**src/rtl/secuenciador_vector.sv**
```systemverilog
// Vector element sequencer: accepts one instruction, issues its elements one per cycle with an index, drains, pulses done.
// Latency: first element one cycle after acceptance; done L+DRAIN+1 cycles after acceptance (plus memory stalls).
// Backpressure: instr_ready only in IDLE; memory-class elements issue only when mem_ready is high.
module secuenciador_vector #(
   parameter int VL_W  = 3,
   parameter int DRAIN = 3
) (
   input  logic            clk,
   input  logic            rst_n,
   input  logic            instr_valid,
   output logic            instr_ready,
   input  logic [3:0]      opcode_in,
   input  logic [VL_W:0]   vl_in,
   input  logic            mem_ready,
   input  logic            flush,
   output logic            elem_valid,
   output logic [VL_W-1:0] elem_idx,
   output logic [3:0]      opcode_out,
   output logic            last_elem,
   output logic            busy,
   output logic            done
);

   localparam int CW = (DRAIN > 1) ? $clog2(DRAIN) : 1;

   typedef logic [VL_W:0] len_t;
   typedef logic [CW-1:0] cnt_t;

   localparam len_t MAX_LEN = len_t'(1 << VL_W);
   localparam cnt_t CNT_END = cnt_t'(DRAIN - 1);

   typedef enum logic [1:0] {
      ST_IDLE  = 2'd0,
      ST_ISSUE = 2'd1,
      ST_DRAIN = 2'd2
   } state_t;

   state_t     state_q, state_d;
   len_t       idx_q, idx_d;
   len_t       len_q, len_d;
   logic [3:0] opc_q, opc_d;
   cnt_t       cnt_q, cnt_d;
   logic       done_q, done_d;

   logic       is_scalar_in;
   logic       is_mem;
   len_t       eff_len;
   logic       issue_ok;
   logic       last_hit;

   // Classify the offered and the latched opcode; clamp the offered length
   always_comb begin
      is_scalar_in = (opcode_in == 4'b1100) || (opcode_in == 4'b1101);
      is_mem       = opc_q inside {4'b0011, 4'b0100, 4'b1110, 4'b1111};
      if (is_scalar_in) begin
         eff_len = len_t'(1);
      end else if (vl_in > MAX_LEN) begin
         eff_len = MAX_LEN;
      end else begin
         eff_len = vl_in;
      end
   end

   // An element issues in ISSUE unless flushed or a memory op is stalled
   always_comb begin
      issue_ok = (state_q == ST_ISSUE) && !flush && (!is_mem || mem_ready);
      last_hit = (idx_q == (len_q - len_t'(1)));
   end

   assign instr_ready = (state_q == ST_IDLE);
   assign busy        = (state_q != ST_IDLE);
   assign elem_valid  = issue_ok;
   assign last_elem   = issue_ok && last_hit;
   assign elem_idx    = idx_q[VL_W-1:0];
   assign opcode_out  = opc_q;
   assign done        = done_q;

   // Next-state logic: accept, issue elements, count the drain, flush abort
   always_comb begin
      state_d = state_q;
      idx_d   = idx_q;
      len_d   = len_q;
      opc_d   = opc_q;
      cnt_d   = cnt_q;
      done_d  = 1'b0;
      if (flush) begin
         state_d = ST_IDLE;
         idx_d   = '0;
         cnt_d   = '0;
      end else begin
         case (state_q)
            ST_IDLE: begin
               if (instr_valid) begin
                  opc_d   = opcode_in;
                  len_d   = eff_len;
                  idx_d   = '0;
                  cnt_d   = '0;
                  state_d = (eff_len == '0) ? ST_DRAIN : ST_ISSUE;
               end
            end
            ST_ISSUE: begin
               if (issue_ok) begin
                  if (last_hit) begin
                     state_d = ST_DRAIN;
                     cnt_d   = '0;
                  end else begin
                     idx_d = idx_q + len_t'(1);
                  end
               end
            end
            ST_DRAIN: begin
               if (cnt_q == CNT_END) begin
                  state_d = ST_IDLE;
                  cnt_d   = '0;
                  done_d  = 1'b1;
               end else begin
                  cnt_d = cnt_q + cnt_t'(1);
               end
            end
            default: state_d = ST_IDLE;
         endcase
      end
   end

   // State registers with asynchronous active-low reset
   always_ff @(posedge clk or negedge rst_n) begin
      if (!rst_n) begin
         state_q <= ST_IDLE;
         idx_q   <= '0;
         len_q   <= '0;
         opc_q   <= 4'b0000;
         cnt_q   <= '0;
         done_q  <= 1'b0;
      end else begin
         state_q <= state_d;
         idx_q   <= idx_d;
         len_q   <= len_d;
         opc_q   <= opc_d;
         cnt_q   <= cnt_d;
         done_q  <= done_d;
      end
   end

endmodule

```
**config.mk**
```make
export PLATFORM = sky130hd
export DESIGN_NAME = secuenciador_vector
export DESIGN_NICKNAME = d
export VERILOG_FILES = /design/src/rtl/secuenciador_vector.sv
export SDC_FILE = /design/constraint.sdc
export NUM_CORES = 1
export LEC_CHECK = 0
export ABC_AREA = 1
export CAP_MARGIN = 25
export CORE_MARGIN = 4
export CORE_UTILIZATION = 35
export CTS_CLUSTER_DIAMETER = 120
export DETAILED_ROUTE_END_ITERATION = 10
export SYNTH_ARGS = -nofsm -noshare
export SYNTH_HDL_FRONTEND = slang
export SYNTH_SLANG_ARGS = --single-unit
export TNS_END_PERCENT = 1
```
**constraint.sdc**
```tcl
create_clock -name clk -period 1.8 [get_ports clk]
set_input_delay 0.18 -clock clk [delete_from_list [all_inputs] [get_ports clk]]
set_output_delay 0.18 -clock clk [all_outputs]
set_load 0.01 [all_outputs]
```
After elaboration in Yosys (flattened, before gate mapping)
Index checks and enable logic that the tools add are counted.
W data, S select, Z words.
{"block": "totals", "register_bits": 17, "elab_cells": 66}
{"block": "classes", "add_sub_neg": 3, "n_lt_le_gt_ge": 1, "n_eq_ne": 15, "mux": 23, "n_bitwise": 1, "n_reduce_logical": 17}
{"cell": "$mux W4", "n": 6}
{"cell": "$mux W2", "n": 11}
{"cell": "$eq A4 B4 Y1 const B", "n": 4}
{"cell": "$ne A3 B3 Y1 const B", "n": 4}
{"cell": "$pmux W2 S3", "n": 2}
{"cell": "$reduce_and A4 Y1", "n": 3}
{"cell": "$pmux W4 S2", "n": 1}
{"cell": "$reduce_bool A4 Y1", "n": 2}
{"cell": "$add A4 B1 Y4 const B", "n": 1}
{"cell": "$eq A2 B2 Y1 const B", "n": 2}
{"cell": "$eq A4 B2 Y1 const B", "n": 1}
{"cell": "$eq A4 B3 Y1 const B", "n": 1}
{"cell": "$eq A4 B4 Y1", "n": 1}
{"cell": "$gt A4 B4 Y1 const B", "n": 1}
{"cell": "$logic_not A4 Y1", "n": 1}
{"cell": "$sub A4 B1 Y4 const B", "n": 1}
{"cell": "$logic_and A1 B1 Y1", "n": 3}
{"cell": "$mux W1", "n": 3}
{"cell": "$ne A3 B2 Y1 const B", "n": 1}
{"cell": "$reduce_and A3 Y1", "n": 1}
{"cell": "$reduce_bool A3 Y1", "n": 1}
{"cell": "$add A2 B1 Y2 const B", "n": 1}
{"cell": "$eq A2 B1 Y1 const B", "n": 1}
{"cell": "$logic_not A1 Y1", "n": 2}
{"cell": "4 further kinds", "n": 5}

Depth between registers and ports, before layout
Gate-level depths: netlist (run 1).
{"block": "depth", "depth_word": 8, "mapped_depth": 13, "depth_no_buf": 13}

Worst setup path after synthesis (run 1)
No wires, ideal clock.
{"block": "synth_timing", "kind": "register to register", "startpoint": "register state_q[0]", "endpoint": "register len_q[1]", "setup_ps": 96, "arrival_time_ps": 1407, "setup_slack_ps": 297, "stages_incl_launch_ff": 10, "period_less_slack_ps": 1503, "path_cell_list": "dfrtp_1 inv_1 ha_1 inv_1 nor2_2 inv_2 nor2_4 buf_6 nand2_2 o32ai_2"}
{"block": "synth_via", "elab_chain_len": 2}
{"item": "from (decl)", "line_no": "38", "rtl": "state_t state_q, state_d;"}
{"item": "from (signal assigned)", "line_no": "135", "rtl": "state_q <= state_d;"}
{"item": "$logic_not A2 Y1"}
{"item": "net instr_ready", "line_no": "11", "rtl": "output logic instr_ready,"}
{"item": "$reduce_and A3 Y1 (no line)"}
{"item": "to (signal assigned)", "line_no": "137", "rtl": "len_q <= len_d;"}
{"item": "to (decl)", "line_no": "40", "rtl": "len_t len_q, len_d;"}
The timed path passes the listed nets, and every way through them passes these cells.
A chain may end at the register's enable or synchronous reset.

Worst setup path in the final report (run 1)
{"block": "layout_timing", "startpoint": "register len_q[0]", "endpoint": "output last_elem"}
{"block": "layout_via", "elab_chain_len": 3}
{"item": "$sub A4 B1 Y4", "line_no": "67", "rtl": "last_hit = (idx_q == (len_q - len_t'(1)));"}
{"item": "$eq A4 B4 Y1", "line_no": "67"}
{"item": "$logic_and A1 B1 Y1", "line_no": "73", "rtl": "assign last_elem = issue_ok && last_hit;"}
{"item": "to (decl)", "line_no": "19", "rtl": "output logic last_elem,"}
No other way between the ends.

==> run_results.csv, run 1 <==
group,metric,value,unit
outcome,outcome,"complete, but fails checks",
outcome,violations,"negative setup slack",
hold_path,hp-class,"input port to async pin",
clock_network,htreeDepth,1,
power,power_frac_seq,28.9,%
yosys,yosysTopAreaCell,"dfrtp_1",
clock_network,hold_buffers,0,
yosys,yosys.area_share.simple,37.5,%
timing,hold_viol,0,
setup_path,worstPathCellList,"inv_2 -> ha_4 -> xor2_1 -> nand2_1 -> nor2_4 -> nand2_2 -> nor2_2 -> buf_2",
floorplan,die_area,4350,um^2
clock_network,clk_pin_slew,0.10,ns
detailed_routing,post_drt_wl_per_cell,11.3,um
floorplan,core-area,3130,um^2
power,power,2050,uW
detailed_routing,first_iter_violations,28,
layout,syn2layout_area_growth,32.8,%
yosys,ys_ff_latch,17,
setup_path,end_kind,"output port",
place,port_buffers,24,
global_routing,overflow,0,
yosys,yosysSeqAreaShare,36.2,%
detailed_routing,drc,0,
layout,multi_input_area,622,um^2
yosys,synth-adder-area-share,5.32,%
setup_path,crit_fanout,2,
yosys,syn_avg_cell_area,7.58,um^2
global_routing,grt_pass1_vias,1114,
place,gp_congestion,0.796,
power,p_leak,0.000813,uW
detailed_routing,dr.pass1.iters,4,
global_routing,antenna_found_initial,0,
timing,setup_violations,1,
yosys,synth_edf_count,0,
global_routing,grt_max_degree,18,
clock_network,clockBufferDepth,2,
floorplan,die_x,65.9,um
detailed_routing,ant_nets,0,
floorplan,num_io_pins,25,
floorplan,die_height,65.9,um
timing,slew_headroom,84.2,%
run,maxCapViolations,0,
setup_path,cp_top_family,"simple AND/OR/NAND/NOR gates",
yosys,yosys_warnings,0,
power,ir_worst_vdd,0.000666,V
clock_network,cts_tree,"done",
layout,final_nets,211,
setup_path,crit_required,1.62,ns
global_routing,grt_pass1_wl,4820,um
timing,period_needed,1.81,ns
setup_path,max_stage_delay,0.37,ns
yosys,synth_nets,173,
floorplan,rows,20,
yosys,synthTopCellsByArea,"dfrtp_1, nand2_1, inv_1",
timing,fin_crit_sh,101,%
timing,fmax,553,MHz
setup_path,slowest_stage,"dfrtp_1",
layout,seq_area,425,um^2
clock_network,clock-sinks,17,
power,clkPwrFrac,10.5,%
timing,layout_setup_ws,-0.00908,ns
layout,fillers,325,
detailed_routing,vias_per_cell,4.54,
power,p_per_area,1310,nW/um^2
timing,hold_slack,0.205,ns
yosys,yosysMostFrequentCell,"nand2_1",
timing,setup_tns,-0.00908,ns
yosys,muxShareOfSynthArea,0,%
yosys,yosysUniqueCellTypes,26,
global_routing,grt_use_total,14.2,%
setup_path,arrival,1.63,ns
power,swShare,43.1,%
setup_path,path_buf_inv,2,
timing,clock_skew,0.000789,ns
clock_network,clk_latency,0.30,ns
power,power.switching,885,uW
yosys,async_reset_ff_share,100,%
yosys,ys.flop_type,"dfrtp_1",
yosys,synth_cells,155,
setup_path,reg2reg_from,"len_q[0]$_DFFE_PN0P_",
clock_network,clock-root-buffer,"clkbuf_4",
yosys,synth_xor_area_share,3.73,%
power,pwr-share-comb,60.7,%
yosys,syn-cell-area,1170,um^2
detailed_routing,routed-via-count,1072,
timing,rsz0062_at_grt,"true",
power,p_int,1170,uW
setup_path,start_kind,"register",
setup_path,crit_start,"len_q[0]$_DFFE_PN0P_",
layout,drive_gt1_share,19.8,%
yosys,netlist_top_cells_count,"nand2_1, inv_1, dfrtp_1, nand4_1, nand3_1",
yosys,synth_top_area_share,36.2,%
clock_network,numCtsBuffers,3,
timing,slew_viol_final,0,
setup_path,critical_path_class,"register to output port",
yosys,synth_compound_area_share,5.11,%
place,dp_slack,-0.179,ns
layout,diodes,0,
floorplan,start_util,37.6,%
place,dpl.hpwl,2180,um
yosys,synth_top_family_by_area,"simple AND/OR/NAND/NOR gates",
timing,worst_pin_slew,0.235,ns
detailed_routing,drt_wl_total,2670,um
-- layer usage --
layer  routed length, um  GRT usage (%)  vias to the layer above  share of wire [%]
met3                  56           2.55                        4                2.1
met2                1340           24.8                       11                 50
li1                    -              -                      564                  -
met4                  46           5.33                        0                1.7
met1                1220           17.3                      493                 46
met5                   0              0                        -                  0
-- path summary, 6_finish.rpt --
path	depth (start not counted)	end	slack [ns]
min in group clk	3	opcode_out[0]$_DFFE_PN0P_	0.42
max	8	last_elem	-0.009
max reg2reg	11	idx_q[0]$_DFFE_PN0P_	0.15
min	2	len_q[2]$_DFFE_PN0P_	0.21
max in group asynchronous	2	cnt_q[0]$_DFFE_PN0P_	1.40
min reg2reg	2	cnt_q[0]$_DFFE_PN0P_	0.51
-- power by group through the flow --
stage,registers (uW),logic (uW),clock network [uW]
3_3_place_gp,592,1200,0
6_report,593,1240,214
2_1_floorplan,615,749,0
5_1_grt,608,1410,244
3_5_place_dp,597,1220,0
4_1_cts,590,1240,223
-- state kept, by name (all words and copies together) (netlist names) --
signal and count:
opcode_out 4, idx_q 4, state_q 2, done 1, cnt_q 2, len_q 4
-- final cells by class --
type	instances	share of cell area (%)
multi-input combinational	107	39.9
sequential	17	27.3
timing repair buffer	38	21.4
inverter	26	6.25
tap	44	3.53
clock buffer	4	1.68
-- kinds of logic (layout without fill, tap and decap cells) --
| family | count (synthesis) | in the layout |
|---|---|---|
| flip-flops | 17 | 17 |
| XOR/XNOR | 5 | 5 |
| buffers and inverters | 31 | 68 |
| adder cells (fa/ha/maj) | 5 | 5 |
| AND/OR/NAND/NOR | 88 | 88 |
| AO/OA/AOI/OAI | 9 | 9 |
-- timing repair --
item | CTS | global route
cloned | 0 | 0
endpoints found under the setup margin | 3 | 9
resized for setup | 8 | 5
pin swaps | 3 | 1
setup buffers | 0 | 1
endpoints found under the hold margin | 0 | 0
-- stage by stage --
stage,instances,area (um^2),util [%]
floorplan,155,1170,-
global placement,231,1520,48.7
detailed placement,231,1520,48.7
CTS,235,1550,49.7
global route,236,1560,49.9
finish,236,1560,49.9
-- cell usage in the layout, fill, tap and decap left out --
master,Yosys,routed
a21oi_1,2,2
buf_2,0,1
buf_4,3,14
clkbuf_1,0,1
clkbuf_2,0,1
clkbuf_4,0,3
clkdlybuf4s50_1,0,21
dfrtp_1,17,17
dlygate4sd2_1,0,1
ha_1,5,4
ha_4,0,1
inv_1,25,22
inv_2,1,4
nand2_1,48,48
nand2_2,3,3
nand2_4,1,1
nand3_1,7,7
nand3_2,4,4
nand3b_1,2,2
nand4_1,8,8
nor2_1,6,5
nor2_2,1,2
nor2_4,3,3
nor3_1,3,3
nor4_1,1,1
o21ai_0,4,4
o22ai_1,1,1
o31ai_1,1,1
o32ai_2,1,1
or2_1,1,1
xnor2_1,1,1
xor2_1,4,4
Note: power is estimated with default switching activity, not from simulation.
==> inputs of run 2 (changes only) <==
CAP_MARGIN = 40   (was 25)
==> results of run 2 <==
Same layout as run 1: the final DEF is identical, and so are final timing and power.
==> inputs of run 3 (changes only) <==
HOLD_SLACK_MARGIN = 0.1   (was not set)
MAX_ROUTING_LAYER = met4   (was not set)
==> results of run 3 <==
Same layout as run 1: the final DEF is identical, and so are final timing and power.
Among the figures that moved: final weighted congestion in routability-driven placement 0.796 -> 0.807; overall routing resource usage 14.2% -> 14.6%
